**config.mk**
```make
export PLATFORM = sky130hd
export DESIGN_NAME = fft_mem_sched
export DESIGN_NICKNAME = d
export VERILOG_FILES = /design/src/rtl/fft_mem_sched.sv
export SDC_FILE = /design/constraint.sdc
export NUM_CORES = 1
export LEC_CHECK = 0
export BUFFER_PORTS_ARGS = -buffer_cell sky130_fd_sc_hd__buf_2
export CAP_MARGIN = 20
export CORE_MARGIN = 2
export CORE_UTILIZATION = 40
export DETAILED_ROUTE_END_ITERATION = 8
export SLEW_MARGIN = 0
export SYNTH_ARGS = -nofsm -noshare
export SYNTH_HDL_FRONTEND = slang
export SYNTH_SLANG_ARGS = --single-unit
```
**constraint.sdc**
```tcl
create_clock -name Clk -period 4.51 [get_ports Clk]
set_clock_uncertainty 0.2 [all_clocks]
set_input_delay 0.451 -clock Clk [delete_from_list [all_inputs] [get_ports Clk]]
set_output_delay 0.451 -clock Clk [all_outputs]
set_load 0.02 [all_outputs]
```
**src/rtl/fft_mem_sched.sv**
```systemverilog
// fft_mem_sched: sequencing controller for the dual-port sample RAM of the real-FFT core.
// One in-place radix-2 DIT transform per Start: LOAD writes samples in bit-reversed order,
// COMPUTE walks LOG2N stages of butterflies (read, Bf_Go, wait BF_LAT, write-back), UNLOAD
// streams results in natural order. Only RAM control and datapath mux selects are driven.
//
// Ports:
//   Clk, Rst            clock, synchronous active-high reset
//   Start               begin a transform (taken only while idle)
//   In_Valid / In_Ready input sample handshake during LOAD
//   Out_Valid, Out_Idx  RAM port A holds result sample Out_Idx
//   Mode                datapath mux select (0 idle, 1 load, 2 compute, 3 unload)
//   Bf_Go, Tw_Idx       butterfly operands valid this cycle, twiddle index
//   Stage               current butterfly stage
//   En, We_A, We_B      RAM enable and per-port write enables
//   Addr_A, Addr_B      RAM port addresses
//   Busy, Done          activity flag, one-cycle completion pulse
//
// Every output is a register, so each RAM action appears the cycle after the controller
// decides on it (e.g. a sample accepted in cycle t is written in cycle t+1).
module fft_mem_sched #(
  parameter int unsigned LOG2N  = 6,
  parameter int unsigned BF_LAT = 2
) (
  input  logic             Clk,
  input  logic             Rst,
  input  logic             Start,
  input  logic             In_Valid,
  output logic             In_Ready,
  output logic             Out_Valid,
  output logic [LOG2N-1:0] Out_Idx,
  output logic [1:0]       Mode,
  output logic             Bf_Go,
  output logic [LOG2N-2:0] Tw_Idx,
  output logic [2:0]       Stage,
  output logic             En,
  output logic             We_A,
  output logic             We_B,
  output logic [LOG2N-1:0] Addr_A,
  output logic [LOG2N-1:0] Addr_B,
  output logic             Busy,
  output logic             Done
);

  typedef enum logic [1:0] {StIdle, StLoad, StComp, StUnload} state_e;

  // Phase index of the write-back cycle inside one butterfly.
  localparam logic [4:0] PhLast = 5'(BF_LAT + 1);
  localparam logic [LOG2N-1:0] AOne = {{(LOG2N-1){1'b0}}, 1'b1};

  state_e             state_q, state_d;
  logic [LOG2N:0]     cnt_q, cnt_d;      // load/unload sample counter, MSB flags 2^LOG2N
  logic [LOG2N-2:0]   k_q, k_d;          // butterfly index within a stage
  logic [2:0]         s_q, s_d;          // stage
  logic [4:0]         ph_q, ph_d;        // cycle within the current butterfly

  logic               in_ready_q, in_ready_d;
  logic               out_valid_q, out_valid_d;
  logic [LOG2N-1:0]   out_idx_q, out_idx_d;
  logic [1:0]         mode_q, mode_d;
  logic               bf_go_q, bf_go_d;
  logic [LOG2N-2:0]   tw_q, tw_d;
  logic [2:0]         stage_q, stage_d;
  logic               en_q, en_d;
  logic               we_a_q, we_a_d;
  logic               we_b_q, we_b_d;
  logic [LOG2N-1:0]   addr_a_q, addr_a_d;
  logic [LOG2N-1:0]   addr_b_q, addr_b_d;
  logic               busy_q, busy_d;
  logic               done_q, done_d;

  logic [LOG2N-1:0]   rev;
  logic [LOG2N-1:0]   k_ext, h, pos, grp, bf_a, bf_b;
  logic [LOG2N-2:0]   tw;

  // Bit-reversed load address and butterfly addressing for (s_q, k_q).
  always_comb begin
    rev = '0;
    for (int unsigned i = 0; i < LOG2N; i++) begin
      rev[i] = cnt_q[LOG2N-1-i];
    end
    k_ext = {1'b0, k_q};
    h     = AOne << s_q;
    pos   = k_ext & (h - AOne);
    grp   = k_ext >> s_q;
    bf_a  = (grp << (s_q + 3'd1)) | pos;
    bf_b  = bf_a + h;
    // pos < 2^(LOG2N-1), so its top bit is always zero here.
    tw    = pos[LOG2N-2:0] << (3'(LOG2N - 1) - s_q);
  end

  always_comb begin
    state_d     = state_q;
    cnt_d       = cnt_q;
    k_d         = k_q;
    s_d         = s_q;
    ph_d        = ph_q;
    out_valid_d = 1'b0;
    out_idx_d   = '0;
    mode_d      = 2'd0;
    bf_go_d     = 1'b0;
    tw_d        = '0;
    stage_d     = '0;
    en_d        = 1'b0;
    we_a_d      = 1'b0;
    we_b_d      = 1'b0;
    addr_a_d    = '0;
    addr_b_d    = '0;
    done_d      = 1'b0;

    unique case (state_q)
      StIdle: begin
        // busy_q is still high on the Done cycle, which keeps Start ignored there.
        if (Start && !busy_q) begin
          state_d = StLoad;
          mode_d  = 2'd1;
        end
      end
      StLoad: begin
        mode_d = 2'd1;
        if (In_Valid) begin
          en_d     = 1'b1;
          we_a_d   = 1'b1;
          addr_a_d = rev;
          if (cnt_q[LOG2N-1:0] == '1) begin
            cnt_d   = '0;
            state_d = StComp;
          end else begin
            cnt_d = cnt_q + (LOG2N+1)'(1);
          end
        end
      end
      StComp: begin
        mode_d   = 2'd2;
        addr_a_d = bf_a;
        addr_b_d = bf_b;
        stage_d  = s_q;
        tw_d     = tw;
        bf_go_d  = (ph_q == 5'd1);
        if (ph_q == PhLast) begin
          en_d   = 1'b1;
          we_a_d = 1'b1;
          we_b_d = 1'b1;
          ph_d   = '0;
          if (k_q == '1) begin
            k_d = '0;
            if (s_q == 3'(LOG2N - 1)) begin
              s_d     = '0;
              state_d = StUnload;
            end else begin
              s_d = s_q + 3'd1;
            end
          end else begin
            k_d = k_q + (LOG2N-1)'(1);
          end
        end else begin
          en_d = (ph_q == '0);
          ph_d = ph_q + 5'd1;
        end
      end
      StUnload: begin
        mode_d = 2'd3;
        if (!cnt_q[LOG2N]) begin
          en_d     = 1'b1;
          addr_a_d = cnt_q[LOG2N-1:0];
          cnt_d    = cnt_q + (LOG2N+1)'(1);
        end else begin
          cnt_d   = '0;
          state_d = StIdle;
        end
        // A read issued this cycle shows up on port A next cycle.
        out_valid_d = en_q && (mode_q == 2'd3);
        out_idx_d   = out_valid_d ? addr_a_q : '0;
        done_d      = out_valid_d && (addr_a_q == '1);
      end
      default: state_d = StIdle;
    endcase

    in_ready_d = (state_d == StLoad);
    busy_d     = (state_d != StIdle) || done_d;
  end

  always_ff @(posedge Clk) begin
    if (Rst) begin
      state_q     <= StIdle;
      cnt_q       <= '0;
      k_q         <= '0;
      s_q         <= '0;
      ph_q        <= '0;
      in_ready_q  <= 1'b0;
      out_valid_q <= 1'b0;
      out_idx_q   <= '0;
      mode_q      <= 2'd0;
      bf_go_q     <= 1'b0;
      tw_q        <= '0;
      stage_q     <= '0;
      en_q        <= 1'b0;
      we_a_q      <= 1'b0;
      we_b_q      <= 1'b0;
      addr_a_q    <= '0;
      addr_b_q    <= '0;
      busy_q      <= 1'b0;
      done_q      <= 1'b0;
    end else begin
      state_q     <= state_d;
      cnt_q       <= cnt_d;
      k_q         <= k_d;
      s_q         <= s_d;
      ph_q        <= ph_d;
      in_ready_q  <= in_ready_d;
      out_valid_q <= out_valid_d;
      out_idx_q   <= out_idx_d;
      mode_q      <= mode_d;
      bf_go_q     <= bf_go_d;
      tw_q        <= tw_d;
      stage_q     <= stage_d;
      en_q        <= en_d;
      we_a_q      <= we_a_d;
      we_b_q      <= we_b_d;
      addr_a_q    <= addr_a_d;
      addr_b_q    <= addr_b_d;
      busy_q      <= busy_d;
      done_q      <= done_d;
    end
  end

  assign In_Ready  = in_ready_q;
  assign Out_Valid = out_valid_q;
  assign Out_Idx   = out_idx_q;
  assign Mode      = mode_q;
  assign Bf_Go     = bf_go_q;
  assign Tw_Idx    = tw_q;
  assign Stage     = stage_q;
  assign En        = en_q;
  assign We_A      = we_a_q;
  assign We_B      = we_b_q;
  assign Addr_A    = addr_a_q;
  assign Addr_B    = addr_b_q;
  assign Busy      = busy_q;
  assign Done      = done_q;

endmodule

```
# --- Word-level counts from Yosys, hierarchy flattened ---
# Cells that the tools add are included.
totals:
  output_inout_bits: 36
  regBits: 58
  word_cells: 89
op_classes:
  muxes: 27
  shifts: 4
  eq_ne: 12
  bitwise_logic: 5
  n_reduce_logical: 15
  add_sub_neg: 7
ops:
  columns: ["cell", "n"]
  rows:
  - ["two-way mux 7 bit", 3]
  - ["one-hot mux 6 bit (3 select lines)", 1]
  - ["one-hot mux 2 bit (4 select lines)", 2]
  - ["two-way mux 2 bit", 7]
  - ["one-hot mux 7 bit (2 select lines)", 1]
  - ["== test 6 bit, second input constant", 2]
  - ["two-way mux 6 bit", 2]
  - ["adder 5 x 1 -> 5 bit, second input constant", 2]
  - ["two-way mux 5 bit", 2]
  - ["adder 7 x 1 -> 7 bit, second input constant", 1]
  - ["adder 6 bit", 1]
  - ["AND 5 x 6 -> 6 bit", 1]
  - ["== test 2 bit, second input constant", 3]
  - ["two-way mux 1 bit", 6]
  - ["bitwise OR 6 bit", 1]
  - ["<< shifter 1 x 3 -> 6 bit, first input constant", 1]
  - ["<< shifter 6 x 3 -> 6 bit", 1]
  - ["right shift 5 x 3 -> 6 bit", 1]
  - ["subtractor 6 x 1 -> 6 bit, second input constant", 1]
  - ["== test 5 x 1 -> 1 bit, second input constant", 1]
  - ["== test 5 x 2 -> 1 bit, second input constant", 1]
  - ["== test 5 bit, second input constant", 1]
  - ["zero test 5 bit", 1]
  - ["<< shifter 5 x 3 -> 5 bit", 1]
  - ["18 further kinds", 26]

# --- Depth between registers and ports, before layout ---
# Gate-level depths: netlist (run 1).
logic_depth:
  word_depth: 7
  ltp_mapped: 14
  depth_no_buf: 12

# --- Least setup slack after synthesis (run 1) ---
# Ideal clock, no wire load.
synth_timing:
  path_type: "register -> register"
  startpoint: "register s_q[0]"
  endpoint: "register addr_b_q[5], in the netlist Addr_B[5]"
  stages_incl_launch_ff: 14
  slack_ns: 1.217
  required_time_ns: 4.182
  t_arrival_ns: 2.965
  path_cell_list: "dfxtp_1 buf_2 clkinv_1 ha_1 clkbuf_1 xor2_1 o32ai_1 a22o_1 ha_1 o21a_1 a2111o_1 o211ai_1 o21a_1 nor3_1"
synth_between:
  elab_chain_cells: 5
synth_lines:
  columns: ["item", "line_no", "text"]
  rows:
  - ["start, declared", "53", "logic [2:0] s_q, s_d;"]
  - ["start signal, assigned", "187", "s_q <= '0;"]
  - ["start signal, assigned", "207", "s_q <= s_d;"]
  - ["<< shifter 1 x 3 -> 6 bit", "82", "h = AOne << s_q;"]
  - ["subtractor 6 x 1 -> 6 bit", "83", "pos = k_ext & (h - AOne);"]
  - ["AND 5 x 6 -> 6 bit", "83", null]
  - ["bitwise OR 6 bit", "85", "bf_a = (grp << (s_q + 3'd1)) | pos;"]
  - ["adder 6 bit (*)", "86", "bf_b = bf_a + h;"]
  - ["end signal, assigned", "220", "addr_b_q <= addr_b_d;"]
  - ["end, declared", "67", "logic [LOG2N-1:0] addr_b_q, addr_b_d;"]
# Mark *: on every way between the ends. The rest lies on a longest branch, timed or not.
# A chain may end at the register's enable or synchronous reset.

# --- Final worst setup path (run 1) ---
layout_timing:
  startpoint: "register s_q[1]"
  endpoint: "register addr_b_q[5], in the netlist Addr_B[5]"
# The elaborated chain is that of the path after synthesis.

==> results of run 1 <==
==> layer usage <==
metal	global-route usage [%]	part of all wire (%)
met1	23.27	48
met5	0	0
met2	26.98	45
met4	9.343	2.8
met3	4.232	4.5
==> worst reg2reg max path, cell delays in order, from the launching register on <==
cell      delay [ps]
dfxtp_1          310
inv_1            270
ha_1             310
nor3_1            90
or3_1            350
and3_1           180
a311o_1          340
ha_1             320
o21a_1           130
a2111o_1         410
o211ai_1         120
o21a_1           150
nor3_1            40
==> power by group <==
part / switching (uW) / internal [uW] / leakage (uW)
clock: 218 / 327 / 0.000112
sequential: 5.65 / 520 / 0.000468
combinational: 33.5 / 18.7 / 0.000933
==> cell families (layout without fill, tap and decap cells) <==
group | after synthesis | after routing
AOI/OAI and AO/OA | 75 | 75
buffers and inverters | 34 | 73
muxes | 6 | 6
DFF | 58 | 58
adders and majority gates | 26 | 26
xor gates and xnor gates | 13 | 13
and+or+nand+nor | 136 | 136
==> path summary, 6_finish.rpt <==
path	startpoint	to	slack, ps	cells after the start
setup / recovery	s_q[1]	Addr_B[5]	1160	12
hold / removal	Start	Mode[0]	250	3
setup reg to reg	s_q[1]	Addr_B[5]	1160	12
hold reg to reg	Addr_A[5]	Out_Idx[5]	280	1
==> area by class of cell <==
type                            count  area (sq um)  area share (%)
Timing Repair Buffer               43         225.2           6.378
Clock inverter                      6         90.09           2.551
Inverter                           14         52.55           1.488
Clock buffer                       10         137.6           3.898
Multi-Input combinational cell    256          1740           49.29
Sequential cell                    58          1161           32.88
Tap cell                           99         123.9           3.508
==> metrics by stage <==
step	hold WS [ps]	area (sq um)
final	250.9	3531
after global routing	246.3	3531
after CTS	240.8	3531
after detailed placement	264.7	3303
after global placement	268.3	3303
after floorplan	280.0	3040
==> state kept, by name, summed over array words and instances, names as in the netlist, 2 cells and up <==
signal	flops
Tw_Idx	5
Mode	2
cnt_q	7
state_q	2
s_q	3
Addr_B	6
ph_q	5
Stage	3
Out_Idx	6
k_q	5
Addr_A	6
==> Yosys cell counts (all sizes together) (2+ instances only) <==
library cell / number / area, sq um
buf: 7 / 37.53
nor4b: 2 / 17.52
a22oi: 4 / 30.03
nand3b: 2 / 15.01
a31o: 3 / 26.28
mux2i: 4 / 40.04
a211oi: 3 / 27.52
mux2: 2 / 26.27
nand2b: 5 / 31.28
a21oi: 18 / 90.09
nand4: 7 / 43.79
and3: 7 / 43.79
o21ai: 13 / 65.06
o21a: 2 / 15.01
nor3b: 4 / 30.03
nand2: 21 / 78.83
nor4bb: 2 / 20.02
o211ai: 2 / 15.01
and4b: 2 / 20.02
a21boi: 4 / 30.03
a31oi: 3 / 18.77
a22o: 2 / 17.52
ha: 25 / 312.8
a21o: 5 / 37.54
clkbuf: 13 / 48.80
a222oi: 3 / 30.03
xnor2: 6 / 52.55
xor2: 7 / 61.31
nor3: 10 / 50.05
inv: 13 / 48.80
nor2b: 6 / 37.54
a211o: 4 / 35.03
nand3: 10 / 50.05
dfxtp: 58 / 1161
or3: 2 / 12.51
nor2: 40 / 150.1
and2: 12 / 75.07
==> impl_metrics.tcl, run 1 <==
set metrics [dict create \
    areaGrowthSynthToFinish_pct 16.13 \
    num-fill-cells 738 \
    critPathBufInv 1 \
    grt_pass1_wl_um 11560 \
    grt_usage_pct 17.74 \
    period_share_pct 74.36 \
    finish.utilization_pct 48.42 \
    final_cell_mix "58 x dfxtp_1, 40 x nor2_1, 39 x buf_2" \
    hold_class "in -> reg" \
    synth_edf_count 0 \
    rsz0062_at_grt "false" \
    cp.required_ps 4530 \
    syn_nets 378 \
    vias 2571 \
    core_area_sq_um 7292 \
    synthXorXnorAreaFrac_pct 3.745 \
    synth.distinct_cells 58 \
    start_kind "flip-flop" \
    grt_max_degree 29 \
    min_period_ps 3353 \
    clockBufferDepth 2 \
    routedWlPerCell_um 13.86 \
    synth_top_family_by_area "simple AND/OR/NAND/NOR gates" \
    antenna_found_initial 0 \
    dieArea_sq_um 8315 \
    dp_hpwl_um 4816 \
    max_stage_delay_ps 410 \
    status "finished clean" \
    yosys_most_used_dff "dfxtp_1" \
    die_y_um 91.19 \
    clockRootBuffer "clkbuf_8" \
    num_antenna_cells 0 \
    dp_slack_ps 1195 \
    fp.dieW_um 91.19 \
    grt_pass1_vias 2339 \
    place_congestion 0.8498 \
    ir_drop_uv 154.2 \
    final-setup-viol-count 0 \
    synth_mux_area_share_pct 2.181 \
    post_cts_buffers 0 \
    fin_total_pwr_uw 1123 \
    critPathMaxFanout 10 \
    instances_no_fill 486 \
    ys_async_sr_fraction_pct 0 \
    crit_arrival_ps 3370 \
    postRouteAntennaNets 0 \
    wirelength_um 6737 \
    cts_resized 0 \
    p_leak_uw 0.001514 \
    cts_tree "built" \
    endpoint_kind "flip-flop" \
    synth-simple-area-share_pct 23.25 \
    fin_nets 412 \
    num_rows 31 \
    synthCells 348 \
    clock_latency_ps 350 \
    initial_utilization_pct 41.70 \
    cts.sinks 58 \
    tns_ps 0 \
    yosysWarnings 0 \
    yosysSeqAreaShare_pct 38.19 \
    crit_type "reg -> reg" \
    synth_seq_cells 58 \
    via_per_inst 5.290 \
    cts.htree.levels 3 \
    power_density_nw_per_um2 318.0 \
    layout_commonest_cell "dfxtp_1" \
    drive_gt1_share_pct 16.80 \
    drc 0 \
    synth-compound-area-share_pct 17.12 \
    crit_chain "inv_1, ha_1, nor3_1, or3_1, and3_1, a311o_1, ha_1, o21a_1, a2111o_1, o211ai_1, o21a_1, nor3_1" \
    dp_cells 470 \
    fin_ws_ps 1157 \
    avgSynthCellArea_sq_um 8.737 \
    cap_violations 0 \
    dr.pass1.iters 5 \
    overflow 0 \
    cp_slowest_cell "a2111o_1" \
    holdBufCountCts 0 \
    crit_family "compound AO/OA/AOI/OAI gates" \
    worst_slew_pin_slew_ps 731.7 \
    relSlewSlack_pct 51.22 \
    finalMaxSlewViolations 0 \
    netlist_area_sq_um 3040 \
    path_clk_slew_ps 70 \
    numCtsBuffers 9 \
    pin_count 40 \
    hold_viol_final 0 \
    dr.first_iter.drc_count 210 \
    max_clock_freq_ghz 0.2982 \
    synthAdderAreaFrac_pct 10.95 \
    numPortBuffers 39 \
]
Power figures use the tool's default switching activity.
==> run 2, diff against run 1 <==
--- a/config.mk
+++ b/config.mk
@@ -5,6 +5,7 @@
 export SDC_FILE = /design/constraint.sdc
 export NUM_CORES = 1
 export LEC_CHECK = 0
+export ABC_AREA = 1
 export BUFFER_PORTS_ARGS = -buffer_cell sky130_fd_sc_hd__buf_2
 export CAP_MARGIN = 20
 export CORE_MARGIN = 2
==> constraint.sdc (replaced) <==
create_clock -name Clk -period 3.45 [get_ports Clk]
set_clock_uncertainty 0.2 [all_clocks]
set_input_delay 0.345 -clock Clk [delete_from_list [all_inputs] [get_ports Clk]]
set_output_delay 0.345 -clock Clk [all_outputs]
set_load 0.02 [all_outputs]
==> impl_metrics.tcl, run 2 <==
set metrics [dict create \
    endpoint_kind "flip-flop" \
    hold_class "in -> reg" \
    grt_max_degree 18 \
    crit_arrival_ps 3120 \
    synth.distinct_cells 31 \
    routedWlPerCell_um 12.22 \
    syn_nets 444 \
    yosys-top-cells-area "dfxtp_1 38%, ha_1 10%, inv_1 8.3%" \
    numCtsBuffers 9 \
    yosysMostFrequentCell "inv_1" \
    critPathMaxFanout 13 \
    clockRootBuffer "clkbuf_8" \
    crit_type "reg -> reg" \
    netlist_area_sq_um 3038 \
    synthCells 414 \
    finish.utilization_pct 48.11 \
    via_per_inst 4.835 \
    fin_nets 489 \
    grt_pass1_vias 2489 \
    hold_viol_final 0 \
    num_antenna_cells 0 \
    power_density_nw_per_um2 391.9 \
    p_leak_uw 0.001607 \
    grt_usage_pct 17.47 \
    cts_resized 0 \
    final-setup-viol-count 0 \
    holdBufCountCts 0 \
    place_congestion 0.8477 \
    path_clk_slew_ps 70 \
    yosys_most_used_dff "dfxtp_1" \
    regMostFlops "cnt_q" \
    synth_seq_cells 58 \
    cp.required_ps 3490 \
    postRouteAntennaNets 0 \
    clockBufferDepth 2 \
    areaGrowthSynthToFinish_pct 15.49 \
    avgSynthCellArea_sq_um 7.338 \
    synth_common_cells "67 x inv_1, 64 x nand2_1, 58 x dfxtp_1, 50 x nor2_1, 31 x nand3_1" \
    clock_latency_ps 340 \
    pin_count 40 \
    grt_pass1_wl_um 11590 \
    dp_cells 547 \
    seqCellArea_sq_um 1161 \
    r2r_setup_slack_ps 370 \
    dr.first_iter.drc_count 145 \
    wirelength_um 6880 \
    worst_slew_pin_slew_ps 629.7 \
    min_period_ps 3080 \
    status "finished clean" \
    start_kind "flip-flop" \
    core_area_sq_um 7292 \
    cts.sinks 58 \
    yosysTopAreaCellShare_pct 38.22 \
    ir_drop_uv 377.3 \
    initial_utilization_pct 41.66 \
    cts.htree.levels 3 \
    finalMaxSlewViolations 0 \
    synth_edf_count 0 \
    instances_no_fill 563 \
    rsz0062_at_grt "false" \
    fin_total_pwr_uw 1375 \
    max_clock_freq_ghz 0.3247 \
    tns_ps 0 \
    drc 0 \
    numPortBuffers 39 \
    cap_violations 0 \
    overflow 0 \
    largest_register_ffs 7 \
    num-fill-cells 740 \
    dieArea_sq_um 8308 \
    ys_async_sr_fraction_pct 0 \
    num_rows 31 \
    dr.pass1.iters 4 \
    yosysSeqAreaShare_pct 38.22 \
    antenna_found_initial 0 \
    yosysWarnings 0 \
    final_cell_mix "67 x inv_1, 64 x nand2_1, 58 x dfxtp_1" \
    layout_commonest_cell "inv_1" \
    post_cts_buffers 0 \
    yosys.area.top_type "dfxtp_1" \
    fp.dieW_um 91.15 \
    die_y_um 91.15 \
    period_share_pct 89.27 \
    dp_hpwl_um 5218 \
    relSlewSlack_pct 57.58 \
    cts_tree "built" \
    vias 2722 \
    multi_input_area_sq_um 1558 \
    drive_gt1_share_pct 15.30 \
]
run 2: path summary, 6_finish.rpt:
kind | from | end | cells after the start
max | s_q[1] | Addr_B[5] | 20
min | Rst | ph_q[4] | 2
max reg2reg | s_q[1] | Addr_B[5] | 20
min reg2reg | Addr_A[2] | Out_Idx[2] | 2
run 2: cell type report:
class / count / area share [%]
repair buffers: 41 / 5.991
multi-input cells: 279 / 44.40
clock buffers: 9 / 3.531
clock inverters: 7 / 1.961
well taps: 99 / 3.531
inverters: 70 / 7.489
flip-flops and latches: 58 / 33.10
run 2: worst max-delay path: stages (launching register included):
cell	delay, ps
dfxtp_1	450
inv_2	230
ha_1	210
inv_1	40
nor2_1	370
nor2_4	70
nand2_1	70
o21ai_0	70
nor2_1	200
inv_1	90
nand2_2	80
ha_1	240
nand2_1	70
inv_1	50
nand4_1	60
nand3_1	90
xor2_1	140
inv_1	80
nand3_1	70
nand2_1	60
nor2_1	40
run 2: report_power, final:
part           leakage (uW)  internal [uW]  total [uW]  switching, uW
logic               0.00104           21.7        71.0           49.3
clock network     0.0000954            331         615            284
registers          0.000468            681         689           7.77
run 2: stage by stage:
stage | area, sq um | hold slack (ps) | worst slack, ps
6_report | 3508 | 148.1 | 370.3
5_1_grt | 3508 | 148.6 | 74.68
4_1_cts | 3508 | 137.6 | 424.2
3_5_place_dp | 3316 | 239.4 | 430.8
3_3_place_gp | 3316 | 235.6 | 547.3
2_1_floorplan | 3038 | 233.1 | 814.0
run 2: routing by layer:
metal  vias to the layer above  global-route usage, %  routed length (um)
met3                         7                  5.311                 330
li1                       1439                      -                   -
met5                         -                      0                   0
met4                         0                  5.556                  97
met1                      1216                  22.21                3261
met2                        60                  28.33                3191
run 2: cell families after synthesis:
| group | Yosys count | synth area share [%] |
|---|---|---|
| simple gates | 179 | 26.40 |
| fa+ha+maj | 26 | 10.96 |
| buf+inv | 77 | 10.50 |
| flops | 58 | 38.22 |
| compound gates | 70 | 12.77 |
| xor+xnor | 4 | 1.153 |
